$ cat src/rtl/shift_deserializer.sv
// Serial-in/parallel-out receiver: rebuilds WIDTH-bit words from a bit_en-strobed stream framed by start.
// Latency: completed word appears on data_out/out_valid one clock after the WIDTH-th sampled bit.
// Backpressure: one-word holding register; a word completing while an unaccepted word is held is dropped (overrun pulse).
module shift_deserializer #(
   parameter int WIDTH     = 8,
   parameter bit MSB_FIRST = 1'b0
) (
   input  logic             clk,
   input  logic             reset_n,
   input  logic             start,
   input  logic             bit_en,
   input  logic             ser_in,
   input  logic             out_ready,
   output logic [WIDTH-1:0] data_out,
   output logic             out_valid,
   output logic             busy,
   output logic             overrun
);

   localparam int CW = (WIDTH > 1) ? $clog2(WIDTH) : 1;
   localparam logic [CW-1:0] LAST = CW'(WIDTH - 1);

   typedef enum logic {
      IDLE = 1'b0,
      RECV = 1'b1
   } state_t;

   state_t           state;
   logic [CW-1:0]    count;
   logic [WIDTH-1:0] sr;
   logic [WIDTH-1:0] sr_shift;
   logic             complete;
   logic             accept;

   // Shift-register value after sampling ser_in, in the configured bit order
   generate
      if (MSB_FIRST) begin : g_msb
         assign sr_shift = {sr[WIDTH-2:0], ser_in};
      end else begin : g_lsb
         assign sr_shift = {ser_in, sr[WIDTH-1:1]};
      end
   endgenerate

   // A word completes on the last bit of a frame; start aborts and wins over bit_en
   assign complete = (state == RECV) && bit_en && !start && (count == LAST);
   assign accept   = out_valid && out_ready;

   // Frame FSM: start (re)opens a frame, bit_en shifts bits in, the last bit closes it
   always_ff @(posedge clk or negedge reset_n) begin
      if (!reset_n) begin
         state <= IDLE;
         count <= '0;
         sr    <= '0;
         busy  <= 1'b0;
      end else if (start) begin
         state <= RECV;
         count <= '0;
         sr    <= '0;
         busy  <= 1'b1;
      end else if ((state == RECV) && bit_en) begin
         sr <= sr_shift;
         if (count == LAST) begin
            state <= IDLE;
            count <= '0;
            busy  <= 1'b0;
         end else begin
            count <= count + CW'(1);
         end
      end
   end

   // Holding register: load when empty or being drained, otherwise drop and flag overrun
   always_ff @(posedge clk or negedge reset_n) begin
      if (!reset_n) begin
         data_out  <= '0;
         out_valid <= 1'b0;
         overrun   <= 1'b0;
      end else begin
         overrun <= 1'b0;
         if (complete) begin
            if (!out_valid || accept) begin
               data_out  <= sr_shift;
               out_valid <= 1'b1;
            end else begin
               overrun <= 1'b1;
            end
         end else if (accept) begin
            out_valid <= 1'b0;
         end
      end
   end

endmodule

$ cat config.mk
export PLATFORM = sky130hd
export DESIGN_NAME = shift_deserializer
export DESIGN_NICKNAME = d
export VERILOG_FILES = /design/src/rtl/shift_deserializer.sv
export SDC_FILE = /design/constraint.sdc
export NUM_CORES = 1
export LEC_CHECK = 0
export ABC_AREA = 1
export BUFFER_PORTS_ARGS = -buffer_cell sky130_fd_sc_hd__buf_2
export CORE_MARGIN = 1.5
export CORE_UTILIZATION = 51
export DETAILED_ROUTE_END_ITERATION = 7
export PLACE_DENSITY = 0.75
export SYNTH_ARGS = -nofsm -noshare
export SYNTH_HDL_FRONTEND = slang
export SYNTH_SLANG_ARGS = --single-unit
$ cat constraint.sdc
create_clock -name clk -period 1.5 [get_ports clk]
set_input_delay 0.3 -clock clk [delete_from_list [all_inputs] [get_ports clk]]
set_output_delay 0.3 -clock clk [all_outputs]
set_load 0.02 [all_outputs]
* Word level (Yosys, flattened, before mapping)
Cells that the tools add are included.
** Storage, ports and cells
- Output and inout bits :: 11
- Flip-flop bits (word level) :: 22
** Cells by class
- Mux-type cells :: 13
- Add/subtract/negate cells :: 1
- Eq/ne operators :: 2
- Reductions and logical operators :: 13
** Operator list (count)
- $mux W8 :: 2
- $mux W3 :: 3
- $mux W1 :: 8
- $reduce_and A2 Y1 :: 3
- $reduce_bool A2 Y1 :: 3
- $logic_and A1 B1 Y1 :: 4
- $add A3 B1 Y3 const B :: 1
- $eq A3 B3 Y1 const B :: 1
- $logic_not A1 Y1 :: 2
- $ne A2 B1 Y1 const B :: 1
- $logic_or A1 B1 Y1 :: 1

* Depth between registers and ports, before layout
- Depth in word-level cells :: 5
- Mapped depth :: 6
- Gate-level depth less buffers :: 5

* Least setup slack after synthesis
Ideal clock, no wire load.
- Path type :: register to register
- Start :: register count[0]
- End :: register data_out[0]
- Arrival :: 1.128 ns
- Setup time :: 0.066 ns
- Required time :: 1.434 ns
- Stages on the path, launching flop included :: 7
- Clock period less this slack :: 1.194 ns
- Setup slack :: 0.306 ns
- Path buffers :: 1
- Cell sequence :: dfrtp_1 > ha_1 > ha_1 > buf_2 > nand3_2 > nand2_1 > nand2_1
** On the way
- Cells in the longest elaborated chain, start to end :: 3
** Ends and longest elaborated chain
- start, declared :: line 29 : logic [CW-1:0] count;
- start signal, assigned :: line 67 : count <= count + CW'(1);
- $eq A3 B3 Y1 :: line 45 : assign complete = (state == RECV) && bit_en && !start && (count == LAST);
- $logic_and A1 B1 Y1 :: line 45
- $reduce_and A2 Y1 (no line)
- end signal, assigned :: line 82 : data_out <= sr_shift;
- end, declared :: line 14 : output logic [WIDTH-1:0] data_out,
No other way between the ends.
A chain may end at the register's enable or synchronous reset.

* Worst setup path after layout
- Start :: register count[0]
- End :: register count[0]
** On the way
- Cells in the longest elaborated chain, start to end :: 4
- Elaborated cells on any way between the ends :: 5
** Ends and longest elaborated chain
- $add A3 B1 Y3 / $eq A3 B3 Y1 (equally long branches) :: line 67, 62
- $mux W3 * :: line 62 : if (count == LAST) begin
- $mux W3 * :: line 60 : end else if ((state == RECV) && bit_en) begin
- $mux W3 * :: line 55 : end else if (start) begin
Every way passes the cells marked *; elsewhere a longest branch is shown, timed or not. The select of a mux whose other input is x is not followed.

==> flow_metrics.py <==
metrics = {
    "worst_hold_path": {
        "min_path_type": "input pin to register",
    },
    "detailed_routing": {
        "dr.pass1.iters": 4,
        "drt-initial-drc-count": 17,
        "antenna_left": 0,
        "drc": 0,
        "vias_per_cell": 5.07,
        "wl_per_cell_um": 11.4,
        "vias": 619,
        "routed_wirelength_mm": 1.39,
    },
    "outcome": {
        "status": "finished, final reports clean",
    },
    "sta": {
        "min_period_ps": 1290,
        "slew_headroom": 0.702,
        "max_freq_mhz": 775,
        "fin_crit_sh": 0.860,
        "hold_violations": 0,
        "setup_viol": 0,
        "grt_setup_unrepaired": "false",
        "worstMarginPinSlew_ps": 447,
        "skew_ps": 4.38,
        "slew_violations": 0,
        "finalSetupTns_ps": 0,
        "whs_ps": 243,
    },
    "placement": {
        "dp.cells": 117,
        "dpl.hpwl_mm": 1.05,
        "port_buffers": 16,
        "gp_congestion": 0.805,
    },
    "setup_path": {
        "criticalPathCategory": "register to register",
        "slowest_stage": "dfrtp_1",
        "arrival_ps": 1520,
        "crit_chain": "ha_1 -> ha_2 -> or2_1 -> o21ai_1",
        "critPathLaunchType": "register",
        "critPathCaptureType": "register",
        "crit_path_max_fanout": 11,
        "critPathMaxStageDelay_ps": 410,
        "worstPathRequired_ps": 1730,
    },
    "global_routing": {
        "grt_overflow": 0,
        "antenna_found_initial": 0,
        "grt_use_total": 0.168,
        "grt_pass1_wl_mm": 2.34,
        "grt_pass1_vias": 552,
        "grt_max_degree": 22,
    },
    "power": {
        "power_switching_w": 0.000193,
        "power_density_mw_per_mm2": 900,
        "power_frac_comb": 0.061,
        "pwr-share-clk": 0.287,
        "ir_worst_vdd_v": 0.000426,
        "p_int_w": 0.000696,
        "p_seq_frac": 0.651,
        "leakage_nw": 0.541,
        "swShare": 0.217,
    },
    "cts": {
        "cts-buffers-inserted": 3,
        "cts_setup_buffers": 0,
        "clk_path_buf_depth": 2,
        "clk_latency_ps": 290,
        "cts_root_buf": "clkbuf_4",
        "path_clk_slew_ps": 110,
        "cts_tree": "done",
        "h-tree-depth": 1,
        "cts_num_sinks": 21,
    },
    "logic_synthesis": {
        "yosys-top-cells-area": "dfrtp_1, nand2_1, nand4_1",
        "ys_types": 18,
        "synth_top_area_frac": 0.610,
        "netlist_area_um2": 861,
        "syn-instance-count": 87,
        "ys_warn_count": 0,
        "syn-num-nets": 95,
        "synth.ff_latch_count": 21,
        "yosysSeqAreaShare": 0.610,
        "yosys.area.top_type": "dfrtp_1",
        "synth.avg_cell_area_um2": 9.89,
    },
    "cells_and_area": {
        "drive_above_1_share": 0.236,
        "syn_to_final_growth_pct": 14.7,
        "fillers": 131,
        "final_nets": 115,
        "antenna_cells": 0,
        "mostFrequentLayoutCells": "nand2_1, dfrtp_1, buf_2",
        "layout_commonest_cell": "nand2_1",
        "final_cell_count_no_fill": 122,
    },
    "floorplan": {
        "fp.dieW_um": 44.1,
        "dieArea_mm2": 0.00194,
        "ios": 17,
        "die_h_um": 44.1,
        "coreArea_mm2": 0.00154,
        "fp-row-count": 14,
        "initial_utilization": 0.558,
    },
    "run": {
        "max_cap_violations": 0,
    },
}
-- metrics by stage --
| stage | total power, W | util | worst slack (ps) | instance area [µm²] |
|---|---|---|---|---|
| after detailed placement | 0.000642 | 0.615 | 136 | 948 |
| final | 0.000888 | 0.640 | 209 | 987 |
| after CTS | 0.000900 | 0.639 | 116 | 985 |
| after global routing | 0.000919 | 0.640 | 72.4 | 987 |
| after global placement | 0.000641 | 0.615 | 187 | 948 |
| after floorplan | 0.000618 | - | 306 | 861 |
-- registers in the layout (all words and copies together) (netlist names) --
signal     flops
data_out       8
sr             7
count          3
out_valid      1
overrun        1
state          1
-- per-layer routing --
metal / track usage / share of wire
met4: 0.0727 / 0.0072
met5: 0 / 0
met3: 0.0490 / 0.036
met1: 0.239 / 0.50
met2: 0.241 / 0.45
-- power by group through the flow --
stage               Combinational, W  Clock, W  Sequential (W)
finish                     0.0000544  0.000255        0.000579
global route               0.0000629  0.000276        0.000580
CTS                        0.0000549  0.000266        0.000579
detailed placement         0.0000526         0        0.000590
global placement           0.0000514         0        0.000589
floorplan                  0.0000294         0        0.000589
-- cell families after synthesis --
kind of cell | count (synthesis) | synth area share
AOI/OAI and AO/OA | 9 | 0.0596
adders and majority gates | 2 | 0.0291
buffers and inverters | 13 | 0.0668
DFF | 21 | 0.610
and+or+nand+nor | 42 | 0.234
-- path summary, 6_finish.rpt --
path | to | from | cells after the start | slack (ps)
min | sr[7]$_DFFE_PN0P_ | ser_in | 3 | 240
max in group asynchronous | sr[2]$_DFFE_PN0P_ | reset_n | 2 | 710
min reg2reg | data_out[5]$_DFFE_PN0P_ | data_out[5]$_DFFE_PN0P_ | 2 | 470
max | count[0]$_DFFE_PN0P_ | count[0]$_DFFE_PN0P_ | 4 | 210
max reg2reg | count[0]$_DFFE_PN0P_ | count[0]$_DFFE_PN0P_ | 4 | 210
min in group asynchronous | out_valid$_DFFE_PN0P_ | reset_n | 2 | 480
-- worst max-delay path, delay by kind of cell (launching register included) --
family                   cells  cell delay (ps)
flip-flops                   1              410
AO/OA/AOI/OAI                1              130
AND/OR/NAND/NOR              1              240
adder cells (fa/ha/maj)      2              450
-- synth_stat cells --
cell	n
nand3_1	4
nand2_2	1
inv_1	9
nand2_1	25
clkbuf_1	1
ha_1	2
o22ai_1	5
or2_1	1
o21ai_0	2
nand3_2	1
dfrtp_1	21
buf_6	1
buf_2	1
nand4_1	8
nor2_1	1
nor2_4	1
o21ai_1	2
inv_2	1
-- timing repair --
action,CTS,global route
endpoints found under the hold margin,21,0
gates resized for setup,0,1
hold buffers,1,0
endpoints found under the setup margin,0,8
-- area by class of cell --
| cell class | instances | area [µm²] | share of cell area |
|---|---|---|---|
| Multi-Input combinational cell | 53 | 280 | 0.284 |
| Tap cell | 16 | 20.0 | 0.0203 |
| Clock buffer | 4 | 26.3 | 0.0266 |
| Sequential cell | 21 | 526 | 0.532 |
| Inverter | 10 | 37.5 | 0.0380 |
| Timing Repair Buffer | 18 | 97.6 | 0.0989 |
(Power assumes the default switching activity.)
